--- src/rtl/pdp8_trace.sv ---
// Hardware trace monitor for the pdp8 CPU: counts instruction fetches, samples
// every Nth fetch into a first-word-fall-through FIFO, and reports HALT and a fetch limit.
module pdp8_trace #(
  parameter int DEPTH    = 16,
  parameter int SAMPLE_W = 16,
  parameter int CYC_W    = 32
) (
  input  logic                     clk,
  input  logic                     reset,
  input  logic                     enable,
  input  logic [3:0]               state,
  input  logic [14:0]              pc,
  input  logic [11:0]              mb,
  input  logic [11:0]              ac,
  input  logic                     l,
  input  logic                     ion,
  input  logic [SAMPLE_W-1:0]      sample_every,
  input  logic [CYC_W-1:0]         max_cycles,
  input  logic                     rd,
  output logic                     rd_valid,
  output logic [41:0]              rd_data,
  output logic [$clog2(DEPTH):0]   count,
  output logic                     overflow,
  output logic [7:0]               dropped,
  output logic [CYC_W-1:0]         cycle_count,
  output logic                     limit_hit,
  output logic                     halted,
  output logic [14:0]              halt_pc
);

  localparam int          AW       = $clog2(DEPTH);
  localparam logic [AW:0] FULL_CNT = (AW+1)'(DEPTH);
  localparam logic [3:0]  ST_F0    = 4'b0000;
  localparam logic [3:0]  ST_HALT  = 4'b1100;

  logic [3:0]          prev_state_q;
  logic [CYC_W-1:0]    cycle_count_q, cycle_count_d;
  logic [SAMPLE_W-1:0] samp_q, samp_d;
  logic                limit_hit_q, limit_hit_d;
  logic                halted_q, halted_d;
  logic [14:0]         halt_pc_q, halt_pc_d;
  logic                overflow_q, overflow_d;
  logic [7:0]          dropped_q, dropped_d;
  logic [AW-1:0]       wr_ptr_q, wr_ptr_d, rd_ptr_q, rd_ptr_d;
  logic [AW:0]         count_q, count_d;
  logic [41:0]         mem_q [DEPTH];

  logic                fetch, halt_ev, push, pop, wr_en, full, empty;
  logic [CYC_W-1:0]    cyc_inc;
  logic [SAMPLE_W-1:0] samp_inc;
  logic [41:0]         rec;

  always_comb begin
    fetch         = enable && !limit_hit_q && (state == ST_F0) && (prev_state_q != ST_F0);
    halt_ev       = enable && (state == ST_HALT) && !halted_q;
    cyc_inc       = cycle_count_q + 1'b1;
    samp_inc      = samp_q + 1'b1;
    cycle_count_d = cycle_count_q;
    samp_d        = samp_q;
    limit_hit_d   = limit_hit_q;
    halted_d      = halted_q;
    halt_pc_d     = halt_pc_q;
    push          = 1'b0;
    rec           = {1'b0, ion, l, ac, mb, pc};

    if (fetch) begin
      cycle_count_d = cyc_inc;
      // The fetch that reaches the limit is counted but never recorded.
      if ((max_cycles != '0) && (cyc_inc >= max_cycles)) begin
        limit_hit_d = 1'b1;
      end else if ((sample_every <= SAMPLE_W'(1)) || (samp_inc >= sample_every)) begin
        push   = 1'b1;
        samp_d = '0;
      end else begin
        samp_d = samp_inc;
      end
    end

    if (halt_ev) begin
      halted_d  = 1'b1;
      halt_pc_d = pc;
      push      = 1'b1;
      rec[41]   = 1'b1;
    end

    full       = (count_q == FULL_CNT);
    empty      = (count_q == '0);
    pop        = rd && !empty;
    // A pop frees a slot in the same cycle, so a full FIFO can still accept.
    wr_en      = push && (!full || pop);
    wr_ptr_d   = wr_en ? wr_ptr_q + 1'b1 : wr_ptr_q;
    rd_ptr_d   = pop ? rd_ptr_q + 1'b1 : rd_ptr_q;
    overflow_d = overflow_q;
    dropped_d  = dropped_q;
    if (push && !wr_en) begin
      overflow_d = 1'b1;
      if (dropped_q != 8'hFF) dropped_d = dropped_q + 1'b1;
    end

    unique case ({wr_en, pop})
      2'b10:   count_d = count_q + 1'b1;
      2'b01:   count_d = count_q - 1'b1;
      default: count_d = count_q;
    endcase
  end

  always_ff @(posedge clk) begin
    if (!reset) begin
      prev_state_q  <= 4'b1111;
      cycle_count_q <= '0;
      samp_q        <= '0;
      limit_hit_q   <= 1'b0;
      halted_q      <= 1'b0;
      halt_pc_q     <= '0;
      overflow_q    <= 1'b0;
      dropped_q     <= '0;
      wr_ptr_q      <= '0;
      rd_ptr_q      <= '0;
      count_q       <= '0;
    end else begin
      prev_state_q  <= state;
      cycle_count_q <= cycle_count_d;
      samp_q        <= samp_d;
      limit_hit_q   <= limit_hit_d;
      halted_q      <= halted_d;
      halt_pc_q     <= halt_pc_d;
      overflow_q    <= overflow_d;
      dropped_q     <= dropped_d;
      wr_ptr_q      <= wr_ptr_d;
      rd_ptr_q      <= rd_ptr_d;
      count_q       <= count_d;
    end
  end

  // Storage carries no reset; only the pointers and count define validity.
  always_ff @(posedge clk) begin
    if (wr_en) mem_q[wr_ptr_q] <= rec;
  end

  assign rd_valid    = (count_q != '0);
  assign rd_data     = mem_q[rd_ptr_q];
  assign count       = count_q;
  assign overflow    = overflow_q;
  assign dropped     = dropped_q;
  assign cycle_count = cycle_count_q;
  assign limit_hit   = limit_hit_q;
  assign halted      = halted_q;
  assign halt_pc     = halt_pc_q;

endmodule

--- config.mk ---
export PLATFORM = sky130hd
export DESIGN_NAME = pdp8_trace
export DESIGN_NICKNAME = d
export VERILOG_FILES = /design/src/rtl/pdp8_trace.sv
export SDC_FILE = /design/constraint.sdc
export NUM_CORES = 1
export LEC_CHECK = 0
export BUFFER_PORTS_ARGS = -buffer_cell sky130_fd_sc_hd__buf_2
export CORE_ASPECT_RATIO = 1.2
export CORE_MARGIN = 2
export CORE_UTILIZATION = 45
export DETAILED_ROUTE_END_ITERATION = 16
export PLACE_DENSITY = 0.71
export SYNTH_ARGS = -nofsm -noshare
export SYNTH_HDL_FRONTEND = slang
export SYNTH_SLANG_ARGS = --single-unit
--- constraint.sdc ---
create_clock -name clk -period 9.88 [get_ports clk]
set_clock_uncertainty 0.05 [all_clocks]
set_input_delay 1.482 -clock clk [delete_from_list [all_inputs] [get_ports clk]]
set_output_delay 1.482 -clock clk [all_outputs]
set_load 0.02 [all_outputs]
After elaboration in Yosys (flattened, before gate mapping)

Memories as Yosys holds them, arrays and structs flattened. A register that Yosys moved wholly into a read port is not among the register bits.
Cells that the tools add are included.

Magnitude comparators: 3
Multiplexer cells: 11
Reduce and logical (&&, ||, !) cells: 25
Equal/unequal tests: 5
Bitwise gates (word level): 1
Add/sub/neg operators: 7

Operators by type and width:

| kind                    | count |
|---|---|
| $add A32 B1 Y32 const B | 1 |
| $ge A32 B32 Y1          | 1 |
| $reduce_bool A32 Y1     | 1 |
| $add A16 B1 Y16 const B | 1 |
| $ge A16 B16 Y1          | 1 |
| $le A16 B1 Y1 const B   | 1 |
| $mux W16                | 1 |
| $pmux W5 S2             | 1 |
| $logic_and A1 B1 Y1     | 9 |
| $add A4 B1 Y4 const B   | 2 |
| $add A8 B1 Y8 const B   | 1 |
| $mux W4                 | 2 |
| $ne A8 B8 Y1 const B    | 1 |
| $mux W1                 | 7 |
| $reduce_and A2 Y1       | 3 |
| $add A5 B1 Y5 const B   | 1 |
| $eq A5 B5 Y1 const B    | 1 |
| $logic_not A1 Y1        | 5 |
| $logic_not A5 Y1        | 1 |
| $reduce_bool A5 Y1      | 1 |
| $sub A5 B1 Y5 const B   | 1 |
| $eq A4 B4 Y1 const B    | 1 |
| $logic_not A4 Y1        | 1 |
| $reduce_bool A4 Y1      | 1 |
| 5 further kinds         | 6 |

Logic and storage cells: 64
Register bits after elaboration: 91
RAM bits: 672
Input port bits: 97
Memories kept: 1

Memories:

| memory | words | bits a word | rd ports | clocked after Yosys merged registers in | wr ports | line | source |
|---|---|---|---|---|---|---|---|
| mem_q  | 16    | 42          | 1        | 1                                       | 1        | 46   | `logic [41:0] mem_q [DEPTH];` |

Depth between registers and ports, before layout

Depth after elaboration: 11
Depth in mapped cells: 24
Depth with buffers taken out: 21

Least setup slack after synthesis

Ideal clock, no wire load.

Kind: flip-flop to flip-flop
From: register cycle_count_q[0] (netlist: cycle_count[0])
To: memory mem_q[7][0], enable pin
Data required time: 9284 ps
Stages on the path, launching flop included: 21
Arrival time: 7804 ps
Setup time: 546 ps
Path slack: 1480 ps
Period minus slack after synthesis: 8400 ps
Cell sequence: dfxtp_1 ha_1 and3_1 buf_2 and4b_1 buf_4 and4bb_1 nand3_2 or2_1 clkbuf_1 nor2_1 xor2_1 ha_1 a21oi_1 nand2_1 a221oi_1 o22ai_1 a31oi_4 a41oi_1 buf_2 nor4_1

Longest elaborated chain between the ends: 9

RTL lines:

| what                          | line | source |
|---|---|---|
| start: declaration            | 37   | `logic [CYC_W-1:0] cycle_count_q, cycle_count_d;` |
| start signal: assignment      | 122  | `cycle_count_q <= cycle_count_d;` |
| $add A32 B1 Y32               | 56   | `cyc_inc = cycle_count_q + 1'b1;` |
| named net cyc_inc[30]         | 49   | `logic [CYC_W-1:0] cyc_inc;` |
| $ge A32 B32 Y1                | 69   | `if ((max_cycles != '0) && (cyc_inc >= max_cycles)) begin` |
| $logic_and A1 B1 Y1           | 69   |  |
| $mux W1                       | 69   |  |
| $mux W1                       | 66   | `if (fetch) begin` |
| $mux W1                       | 79   | `if (halt_ev) begin` |
| $logic_and A1 B1 Y1           | 90   | `wr_en = push && (!full \|\| pop);` |
| $mux W1                       | 137  | `if (wr_en) mem_q[wr_ptr_q] <= rec;` |
| $mux W1 (implied by the code) | 137  |  |
| end: declaration              | 46   |  |

The timed path passes the listed nets, and every way through them passes these cells.

Final worst setup path

From: register cycle_count_q[0] (netlist: cycle_count[0])
To: memory mem_q[11][40], enable pin

The elaborated chain is that of the path after synthesis.

==> impl_metrics.ini <==
[clocking]
cts_buffers = 78
ctsHtreeMaxLevel = 3
cts_tree = built
cts_root_buf = clkbuf_16
cts_setup_buffers = 0
clk_latency_ns = 0.62
clk_pin_slew_ns = 0.06
cts_hold_buffers = 0
clk_path_buf_depth = 3
post_cts_resized = 0
cts.sinks = 767

[timing]
slew-limit-headroom_pct = 20.5
final.setup.tns_ns = 0
hold_viol = 0
rsz0062_at_grt = no
period_needed_ns = 6.01
setup_viol = 0
drv_slew = 0
post-route-period-util_pct = 60.8
fmax_mhz = 166
worst_pin_slew_ns = 1.19

[setup_path]
endpoint = mem_q[11][40]
worstRegToRegCells = 18
start_kind = flop
crit_type = flop to flop
arrival_ns = 6.19
startpoint = cycle_count[0]
critPathMaxFanout = 42
reg2reg_slack_ns = 3.87
worstReg2RegStart = cycle_count[0]
critPathRequiredTime_ns = 10.06
worstSetupEndpointType = flop
reg2reg_to = mem_q[11][40]

[route]
drt_pre_antenna_iters = 5
drc_errors = 0
wl_mm = 72.7
drtIter0Drc = 1233
routed_via_density = 5.70
dr_total_vias = 16600
routedWlPerCell_um = 25.0
drtAntennaViolNets = 0

[logic_synthesis]
netlist_area_um2 = 31200
ys_top_cells_by_count = edfxtp_1 (672), mux4_2 (210), dfxtp_1 (95)
yosysSeqAreaShare_pct = 70.7
yosysUniqueCellTypes = 65
synth_seq_cells = 767
synth_top_area_share_pct = 64.6
synth_nets = 1875
synthTopCellsByArea = edfxtp_1 (65%), mux4_2 (15%), dfxtp_1 (6.1%)
yosys.area.top_type = edfxtp_1
synth-edff-count = 672
synth.avg_cell_area_um2 = 18.2
async_reset_ff_share_pct = 0
synthFlopType = edfxtp_1
yosys_warnings = 0
synthCells = 1718
synth.most_common_cell = edfxtp_1

[power]
power_density_nw_per_um2 = 208
p_leak_nw = 12.0
vdd_drop_max_mv = 0.139

[run_status]
outcome = finished clean

[layout]
register_area_um2 = 22100
fill_cells = 5421
layout.core_utilization_pct = 52.3
multi_input_area_um2 = 8680
design_area_um2 = 35900
syn_to_final_growth_pct = 14.7
drive_gt1_share_pct = 28.8
fin_nets = 2104

[placement]
place.gp.congestion = 0.899
io_buffers = 202
dpl.hpwl_mm = 44.3
post_dp_cell_area_um2 = 33300

[grt]
grt_pass1_wl_mm = 109
grt_max_degree = 69
grt.overflow.total = 0
antenna_found_initial = 6
grt_usage_pct = 20.5
grt_pass1_vias = 17600

[die]
die_h_um = 293
dieArea_um2 = 71600
ios = 203
initial_utilization_pct = 45.6
num_rows = 105
coreArea_um2 = 68600
die_x_um = 245

[hold_path]
min_path_type = flop to flop

[run]
cap_viol_max_count = 0
routing by layer:
layer | vias up | routed length (µm) | track usage, %
met4 | 8 | 2300 | 7.66
li1 | 7305 | - | -
met5 | - | 46 | 0
met1 | 8545 | 27300 | 24.7
met2 | 622 | 37400 | 35.3
met3 | 140 | 5630 | 5.68
layout by cell type (no fill, tap or decap), drive strengths merged, types with 16 or more instances in the layout:
cell type  count
a21oi         71
nand2         93
ha            59
xor2          36
edfxtp       672
nor2          70
nor4          17
mux4         210
nand3         34
nand4         16
inv           59
dfxtp         95
and3          22
buf          226
and2          16
clkinv        30
o21ai         40
clkbuf        95
or3           19
xnor2         36
worst min-delay path by stage:
stage                startpoint           to  slack (ns)  depth (start not counted)
floorplan            samp_q[15]   samp_q[15]        0.39                          2
global placement     halt_pc[5]   halt_pc[5]        0.39                          2
detailed placement  halt_pc[10]  halt_pc[10]        0.40                          2
CTS                  halt_pc[7]   halt_pc[7]        0.41                          2
global route        halt_pc[10]  halt_pc[10]        0.43                          2
finish              halt_pc[11]  halt_pc[11]        0.41                          2
registers in the layout, summed over array words and instances (netlist names), 4 cells and up, named ones only:
register      cells
mem_q           672
cycle_count      32
wr_ptr_q          4
rd_ptr_q          4
dropped           8
prev_state_q      4
count             5
halt_pc          15
samp_q           16
worst max-delay path, stage by stage (launching register included):
cell	delay (ns)
dfxtp_1	0.43
ha_1	0.25
and3_1	0.29
and4b_1	0.43
and4bb_1	0.32
nand3_2	0.13
or2_1	0.31
nor2_1	0.14
xor2_1	0.17
ha_1	0.28
a21oi_1	0.14
nand2_1	0.08
a221oi_1	0.32
o22ai_1	0.18
a31oi_4	0.26
a41oi_1	0.19
buf_4	0.26
nor3b_1	0.35
and2_2	0.99
power breakdown:
group          leakage, nW  internal, mW  switching [mW]  total, mW
clock                 1.22          1.68            1.23       2.91
combinational         3.95         0.473           0.472      0.945
sequential            6.81          3.53          0.0735       3.61
metrics by stage:
step | setup WS, ns | power [mW] | std cells | hold slack, ns
finish | 3.87 | 7.46 | 2914 | 0.409
global route | 3.36 | 7.72 | 2912 | 0.429
CTS | 3.88 | 7.54 | 2912 | 0.410
detailed placement | 3.92 | 4.64 | 2776 | 0.401
global placement | 3.97 | 4.63 | 2776 | 0.394
floorplan | 1.48 | 4.34 | 1718 | 0.394
kinds of logic after synthesis:
kind of cell               after synthesis  synth area share, %
AOI/OAI and AO/OA                      137                 2.55
xor gates and xnor gates                72                 2.02
adders and majority gates               60                 2.43
buffers and inverters                  134                 1.69
DFF                                    767                 70.7
muxes                                  217                 15.4
and+or+nand+nor                        331                 5.29
layout make-up:
class / count / area share (%)
sequential: 767 / 61.6
multi-input combinational: 817 / 24.2
clock buffer: 95 / 5.86
timing repair buffer: 226 / 3.32
tap: 909 / 3.17
clock inverter: 41 / 1.20
inverter: 57 / 0.597
antenna: 2 / 0.0140
Power figures use the tool's default switching activity.
